$ cat src/rtl/mem_arbiter_pkg.sv
// ---------------------------------------------------------------------------
// mem_arb_pkg
// Shared definitions for the memory arbiter slice: default sizes for the
// 32x8 single-port memory, the arbiter FSM state type and a helper that
// sizes requester-index fields.
// No ports (package).
// ---------------------------------------------------------------------------
package mem_arb_pkg;

  localparam int NREQ_DEF   = 2;
  localparam int ADDR_W_DEF = 5;
  localparam int DATA_W_DEF = 8;

  typedef enum logic [1:0] {
    IDLE,
    ACCESS,
    RDWAIT
  } arb_state_t;

  // A single requester still needs a 1-bit index field, so clamp at 1.
  function automatic int idxWidth(input int n);
    return (n > 1) ? $clog2(n) : 1;
  endfunction

endpackage

$ cat src/rtl/mem_arbiter_if.sv
// ---------------------------------------------------------------------------
// mem_arbiter_if
// Requester-side bus of the memory arbiter. All requesters share one
// interface instance; their per-requester fields are packed side by side.
//   req     NREQ         per-requester request, held until ack
//   we      NREQ         per-requester 1=write, 0=read
//   addr    NREQ*ADDR_W  requester i at [i*ADDR_W +: ADDR_W]
//   wdata   NREQ*DATA_W  requester i at [i*DATA_W +: DATA_W]
//   ack     NREQ         one-cycle completion pulse
//   rdata   DATA_W       read data, valid while ack is high after a read
//   gnt_id  IDX_W        current/last granted requester
//   busy    1            arbiter not idle
// Modports: master = requester side, slave = arbiter side.
// ---------------------------------------------------------------------------
interface mem_arbiter_if
  import mem_arb_pkg::*;
#(
  parameter int NREQ   = NREQ_DEF,
  parameter int ADDR_W = ADDR_W_DEF,
  parameter int DATA_W = DATA_W_DEF
) ();

  localparam int IDX_W = idxWidth(NREQ);

  logic [NREQ-1:0]        req;
  logic [NREQ-1:0]        we;
  logic [NREQ*ADDR_W-1:0] addr;
  logic [NREQ*DATA_W-1:0] wdata;
  logic [NREQ-1:0]        ack;
  logic [DATA_W-1:0]      rdata;
  logic [IDX_W-1:0]       gnt_id;
  logic                   busy;

  modport master (
    output req, we, addr, wdata,
    input  ack, rdata, gnt_id, busy
  );

  modport slave (
    input  req, we, addr, wdata,
    output ack, rdata, gnt_id, busy
  );

endinterface

$ cat src/rtl/mem_arbiter_rr_arbiter.sv
// ---------------------------------------------------------------------------
// rr_arbiter
// Combinational round-robin picker. Scans requesters starting one past the
// last winner, wrapping modulo NREQ, and reports the first one requesting.
//   i_req     NREQ   request vector
//   i_last    IDX_W  index of the previous winner
//   o_winner  IDX_W  selected requester (0 when none)
//   o_valid   1      at least one request present
// ---------------------------------------------------------------------------
module rr_arbiter
  import mem_arb_pkg::*;
#(
  parameter int NREQ  = NREQ_DEF,
  parameter int IDX_W = idxWidth(NREQ)
) (
  input  logic [NREQ-1:0]  i_req,
  input  logic [IDX_W-1:0] i_last,
  output logic [IDX_W-1:0] o_winner,
  output logic             o_valid
);

  // One extra bit so last+k cannot overflow before the modulo fold.
  logic [IDX_W:0] w_cand;

  // Walk the NREQ candidates in priority order; the previous winner is
  // visited last, which is what makes continuous contention alternate.
  always_comb begin
    o_winner = '0;
    o_valid  = 1'b0;
    w_cand   = '0;
    for (int k = 1; k <= NREQ; k++) begin
      w_cand = {1'b0, i_last} + (IDX_W + 1)'(k);
      if (w_cand >= (IDX_W + 1)'(NREQ)) begin
        w_cand = w_cand - (IDX_W + 1)'(NREQ);
      end
      if (!o_valid && i_req[w_cand[IDX_W-1:0]]) begin
        o_valid  = 1'b1;
        o_winner = w_cand[IDX_W-1:0];
      end
    end
  end

endmodule

$ cat src/rtl/mem_arbiter.sv
// ---------------------------------------------------------------------------
// mem_arbiter
// Round-robin arbiter/sequencer sharing one single-port 32x8 memory among
// NREQ requesters. One request is latched per IDLE pass; writes complete in
// the ACCESS cycle, reads wait one cycle in RDWAIT for the registered
// memory output.
//   clk          in   system clock, posedge
//   rst          in   asynchronous active-high reset
//   bus          if   requester bus (slave modport of mem_arbiter_if)
//   o_mem_read   out  memory read strobe
//   o_mem_write  out  memory write strobe
//   o_mem_addr   out  memory address (holds while idle)
//   o_mem_din    out  memory write data (holds while idle)
//   i_mem_dout   in   memory read data, valid one cycle after read strobe
// ---------------------------------------------------------------------------
module mem_arbiter
  import mem_arb_pkg::*;
#(
  parameter int NREQ   = NREQ_DEF,
  parameter int ADDR_W = ADDR_W_DEF,
  parameter int DATA_W = DATA_W_DEF
) (
  input  logic              clk,
  input  logic              rst,
  mem_arbiter_if.slave      bus,
  output logic              o_mem_read,
  output logic              o_mem_write,
  output logic [ADDR_W-1:0] o_mem_addr,
  output logic [DATA_W-1:0] o_mem_din,
  input  logic [DATA_W-1:0] i_mem_dout
);

  localparam int IDX_W = idxWidth(NREQ);

  arb_state_t        r_state;
  arb_state_t        w_nextState;
  logic [IDX_W-1:0]  w_winner;
  logic              w_valid;
  logic [IDX_W-1:0]  r_last;
  logic [IDX_W-1:0]  r_gnt;
  logic              r_we;
  logic [ADDR_W-1:0] r_addr;
  logic [DATA_W-1:0] r_wdata;
  logic [DATA_W-1:0] r_rdata;
  logic [NREQ-1:0]   w_ack;

  rr_arbiter #(
    .NREQ  (NREQ),
    .IDX_W (IDX_W)
  ) u_rr (
    .i_req    (bus.req),
    .i_last   (r_last),
    .o_winner (w_winner),
    .o_valid  (w_valid)
  );

  // State register; reset drops any in-flight transaction without an ack.
  always_ff @(posedge clk or posedge rst) begin
    if (rst) begin
      r_state <= IDLE;
    end else begin
      r_state <= w_nextState;
    end
  end

  // Next-state: writes return straight to IDLE, reads take one extra cycle
  // for the registered memory output.
  always_comb begin
    w_nextState = r_state;
    case (r_state)
      IDLE:    if (w_valid) w_nextState = ACCESS;
      ACCESS:  w_nextState = r_we ? IDLE : RDWAIT;
      RDWAIT:  w_nextState = IDLE;
      default: w_nextState = IDLE;
    endcase
  end

  // Output decode: strobes are only ever raised in ACCESS, so they are
  // one cycle wide and mutually exclusive; ack goes to the latched grantee.
  always_comb begin
    w_ack       = '0;
    o_mem_read  = 1'b0;
    o_mem_write = 1'b0;
    case (r_state)
      ACCESS: begin
        if (r_we) begin
          o_mem_write  = 1'b1;
          w_ack[r_gnt] = 1'b1;
        end else begin
          o_mem_read = 1'b1;
        end
      end
      RDWAIT:  w_ack[r_gnt] = 1'b1;
      default: ;
    endcase
  end

  // Request latch, round-robin pointer and read-data register. Requests are
  // only looked at in IDLE, so later changes on the bus are ignored. Write
  // data is only captured for writes so mem_din keeps the last written value.
  always_ff @(posedge clk or posedge rst) begin
    if (rst) begin
      r_last  <= IDX_W'(NREQ - 1);
      r_gnt   <= '0;
      r_we    <= 1'b0;
      r_addr  <= '0;
      r_wdata <= '0;
      r_rdata <= '0;
    end else begin
      if (r_state == IDLE && w_valid) begin
        r_gnt  <= w_winner;
        r_last <= w_winner;
        r_we   <= bus.we[w_winner];
        r_addr <= bus.addr[w_winner*ADDR_W +: ADDR_W];
        if (bus.we[w_winner]) begin
          r_wdata <= bus.wdata[w_winner*DATA_W +: DATA_W];
        end
      end
      if (r_state == RDWAIT) begin
        r_rdata <= i_mem_dout;
      end
    end
  end

  // During RDWAIT the memory output is passed through so rdata is valid in
  // the same cycle as ack; afterwards the captured copy holds it.
  assign bus.rdata  = (r_state == RDWAIT) ? i_mem_dout : r_rdata;
  assign bus.ack    = w_ack;
  assign bus.gnt_id = r_gnt;
  assign bus.busy   = (r_state != IDLE);
  assign o_mem_addr = r_addr;
  assign o_mem_din  = r_wdata;

endmodule

$ cat src/flat_wrapper.sv
// flat-port wrapper written by rule: the top's interface ports become plain ports
module mem_arbiter_flat import mem_arb_pkg::*;
#(
  parameter int NREQ   = NREQ_DEF,
  parameter int ADDR_W = ADDR_W_DEF,
  parameter int DATA_W = DATA_W_DEF
)
  (clk, rst, o_mem_read, o_mem_write, o_mem_addr, o_mem_din, i_mem_dout, bus_req, bus_we, bus_addr, bus_wdata, bus_ack, bus_rdata, bus_gnt_id, bus_busy);
  mem_arbiter_if #(.NREQ(NREQ), .ADDR_W(ADDR_W), .DATA_W(DATA_W)) bus_i ();
  input  logic clk;
  input  logic rst;
  output logic o_mem_read;
  output logic o_mem_write;
  output logic [ADDR_W-1:0] o_mem_addr;
  output logic [DATA_W-1:0] o_mem_din;
  input  logic [DATA_W-1:0] i_mem_dout;
  input wire logic [$bits(bus_i.req)-1:0] bus_req;
  input wire logic [$bits(bus_i.we)-1:0] bus_we;
  input wire logic [$bits(bus_i.addr)-1:0] bus_addr;
  input wire logic [$bits(bus_i.wdata)-1:0] bus_wdata;
  output wire logic [$bits(bus_i.ack)-1:0] bus_ack;
  output wire logic [$bits(bus_i.rdata)-1:0] bus_rdata;
  output wire logic [$bits(bus_i.gnt_id)-1:0] bus_gnt_id;
  output wire logic [$bits(bus_i.busy)-1:0] bus_busy;
  assign bus_i.req = bus_req;
  assign bus_i.we = bus_we;
  assign bus_i.addr = bus_addr;
  assign bus_i.wdata = bus_wdata;
  assign bus_ack = bus_i.ack;
  assign bus_rdata = bus_i.rdata;
  assign bus_gnt_id = bus_i.gnt_id;
  assign bus_busy = bus_i.busy;
  mem_arbiter #(.NREQ(NREQ), .ADDR_W(ADDR_W), .DATA_W(DATA_W)) u_core (.clk(clk), .rst(rst), .bus(bus_i), .o_mem_read(o_mem_read), .o_mem_write(o_mem_write), .o_mem_addr(o_mem_addr), .o_mem_din(o_mem_din), .i_mem_dout(i_mem_dout));
endmodule
$ cat config.mk
export PLATFORM = sky130hd
export DESIGN_NAME = mem_arbiter_flat
export DESIGN_NICKNAME = d
export VERILOG_FILES = /design/src/rtl/mem_arbiter_pkg.sv /design/src/rtl/mem_arbiter_if.sv /design/src/rtl/mem_arbiter_rr_arbiter.sv /design/src/rtl/mem_arbiter.sv /design/src/flat_wrapper.sv
export SDC_FILE = /design/constraint.sdc
export NUM_CORES = 1
export LEC_CHECK = 0
export ABC_CLOCK_PERIOD_IN_PS = 3630
export CAP_MARGIN = 20
export CORE_ASPECT_RATIO = 0.5
export CORE_MARGIN = 2
export CORE_UTILIZATION = 42
export DETAILED_ROUTE_END_ITERATION = 6
export GPL_TIMING_DRIVEN = 0
export PLACE_DENSITY = 0.81
export SYNTH_ARGS = -nofsm -noshare
export SYNTH_HDL_FRONTEND = slang
export SYNTH_HIERARCHICAL = 1
export SYNTH_SLANG_ARGS = --single-unit
export TNS_END_PERCENT = 10
$ cat constraint.sdc
create_clock -name clk -period 3.63 [get_ports clk]
set_clock_uncertainty 0.2 [all_clocks]
set_input_delay 0.9075 -clock clk [delete_from_list [all_inputs] [get_ports clk]]
set_output_delay 0.9075 -clock clk [all_outputs]
set_load 0.01 [all_outputs]
==> flow_metrics.tcl <==
set metrics [dict create \
    post-synth-top-count-cell "dfrtp_1" \
    powerDensity_nw_per_um2 748.1 \
    worstPathMaxFanout 8 \
    async_reset_ff_share_pct 100.0 \
    reg2reg_depth 5 \
    drc 0 \
    min_period_ps 3359 \
    status "finished clean" \
    holdPathEnd "u_core/r_last" \
    clk_latency_ps 280 \
    hold-path-cell-count 2 \
    regToRegStartpoint "u_core/r_state[0]" \
    instances_no_fill 211 \
    io_buffers 66 \
    ys_top_cells_by_area "dfrtp_1 47%, mux2_4 14%, mux2_2 10%" \
    ys_seq_area_share_pct 49.48 \
    r2r_end "u_core/o_mem_din[3]" \
    relSlewSlack_pct 69.00 \
    critPathKind "reg2out" \
    clk_pin_slew_ps 90 \
    synth_ff_type "dfrtp_1" \
    fill_cells 225 \
    cts-root-buf "clkbuf_8" \
    ys_ff_latch 26 \
    crit_arrival_ps 2250 \
    yosysTopAreaCellShare_pct 47.48 \
    pin_count 67 \
    post-place-ws_ps 444.9 \
    antenna_found_initial 0 \
    wl_per_cell_um 13.87 \
    netlist_instances 100 \
    synth_cell_types 22 \
    fmax_mhz 297.7 \
    grt_overflow_total 0 \
    cts_setup_buffers 0 \
    p_leak_nw 0.9392 \
    slew_viol_final 0 \
    min_from "u_core/r_last" \
    ys_warn_count 6 \
    area_delta_synth_final_pct 61.44 \
    vdd_ir_drop_max_mv 0.3521 \
    route.vias.total 980 \
    cts_hold_buffers 0 \
    place_congestion 0.6941 \
    detail-route-antenna-nets 0 \
    endpoint_kind "output port" \
    die_h_um 43.61 \
    layout-drive-gt1-share_pct 19.88 \
    die_area_um2 3628 \
    antenna_cells 0 \
    setup_tns_ps 0 \
    core_area_um2 2995 \
    setup_viol 0 \
    viasPerCell 4.645 \
    synth.top_cells.by_count "25 x dfrtp_1, 12 x mux2_2, 12 x mux2_4, 12 x nand2_1, 8 x o21ai_0" \
    dp.cells 206 \
    cts_tree "built" \
    htree_levels 1 \
    drt-total-wl_um 2926 \
    layout_setup_ws_ps 271.2 \
    clk_path_buf_depth 2 \
    synth-edff-count 0 \
    initial_core_util_pct 43.98 \
    ctsResizeCount 0 \
    cp.required_ps 2520 \
    dieWidth_um 83.21 \
    synth_area_leader_cell "dfrtp_1" \
    mappedNetlistArea_um2 1318 \
    reg2reg_slack_ps 1720 \
    row_count 14 \
    grt_max_degree 27 \
    firstDrtPassIters 2 \
    syn_area_per_cell_um2 13.18 \
    grt_pass1_vias 969 \
    grt_pass1_wl_um 4664 \
    drt_iter0_markers 14 \
    synth_nets 145 \
    critPathLaunchType "flop" \
    hold_class "reg2reg" \
    nets 217 \
    grt_use_total_pct 17.25 \
    tightest_slew_ps 465.0 \
    drv_cap 0 \
    rsz0062_at_grt "no" \
    fin_crit_sh_pct 92.53 \
    cts_sinks 26 \
    fin_util_pct 71.01 \
    hold_viol_final 0 \
    cts-buffers-inserted 3 \
    hpwl_um 2246 \
]
-- layout make-up --
class / instances / area, um2 / share of cell area [%]
inverters: 5 / 18.77 / 0.8824
repair buffers: 67 / 688.2 / 32.35
clock inverters: 1 / 30.03 / 1.412
flip-flops and latches: 26 / 651.9 / 30.65
well taps: 40 / 50.05 / 2.353
clock buffers: 3 / 41.29 / 1.941
multi-input cells: 65 / 608.1 / 28.59
plain buffers: 4 / 38.79 / 1.824
-- worst max-delay path, cell delays in order (launching register included) --
cell	delay, ps
dfrtp_1	390
inv_1	150
ha_1	170
clkbuf_1	370
mux2_2	410
clkdlybuf4s50_1	490
-- logic make-up after synthesis --
family	Yosys count	share of synthesized area [%]
simple gates	20	7.788
mux	30	29.44
fa+ha+maj	5	4.748
flops	26	49.48
buf+inv	9	4.369
compound gates	10	4.179
-- how the worst max path moves through the flow --
stage                     cells past startpoint         startpoint            to
after global routing                          5  u_core/r_state[0]  bus_rdata[7]
after floorplan                               4  u_core/r_state[0]  bus_rdata[0]
after detailed placement                      3      i_mem_dout[3]  bus_rdata[3]
after CTS                                     5  u_core/r_state[0]  bus_rdata[5]
final                                         5  u_core/r_state[0]  bus_rdata[5]
after global placement                        3      i_mem_dout[7]  bus_rdata[7]
-- sequential cells by signal, indices dropped and copies added (netlist names) --
name and count:
u_core/r_last 1, u_core/bus.gnt_id 1, u_core/o_mem_addr 5, u_core/r_rdata 8, u_core/r_we 1, u_core/r_state 2, u_core/o_mem_din 8
-- layout by cell type (no fill, tap or decap), types with 2 or more instances in the layout --
master,n
mux2_4,12
o21ai_0,8
nor2_1,2
dfrtp_1,25
clkbuf_1,2
clkbuf_8,3
inv_1,5
clkdlybuf4s50_1,66
mux2_2,12
nand2_1,12
ha_1,5
mux2i_1,5
-- metrics by stage --
step / cell area (um2) / hold WS [ps] / power, mW
after floorplan: 1318 / 236.9 / 0.9329
after global placement: 2028 / 247.6 / 1.334
after detailed placement: 2028 / 261.1 / 1.359
after CTS: 2100 / 277.6 / 1.612
after global routing: 2127 / 294.0 / 1.698
final: 2127 / 282.3 / 1.591
-- per-layer routing --
metal  vias to the layer above  track usage (%)  share of wire, %
li1                        479                -                 -
met1                       475            20.83                41
met2                        21            28.87                52
met3                         5            5.524               4.3
met4                         0            8.525               1.8
met5                         -                0                 0
-- power by group --
group / switching, mW / total [mW] / internal (mW) / leakage (nW)
Combinational: 0.334 / 0.841 / 0.507 / 0.593
Clock: 0.0948 / 0.243 / 0.148 / 0.0357
Sequential: 0.0696 / 0.507 / 0.438 / 0.311
Total: 0.498 / 1.59 / 1.09 / 0.939
No activity file was read; power rests on OpenSTA's default activity.
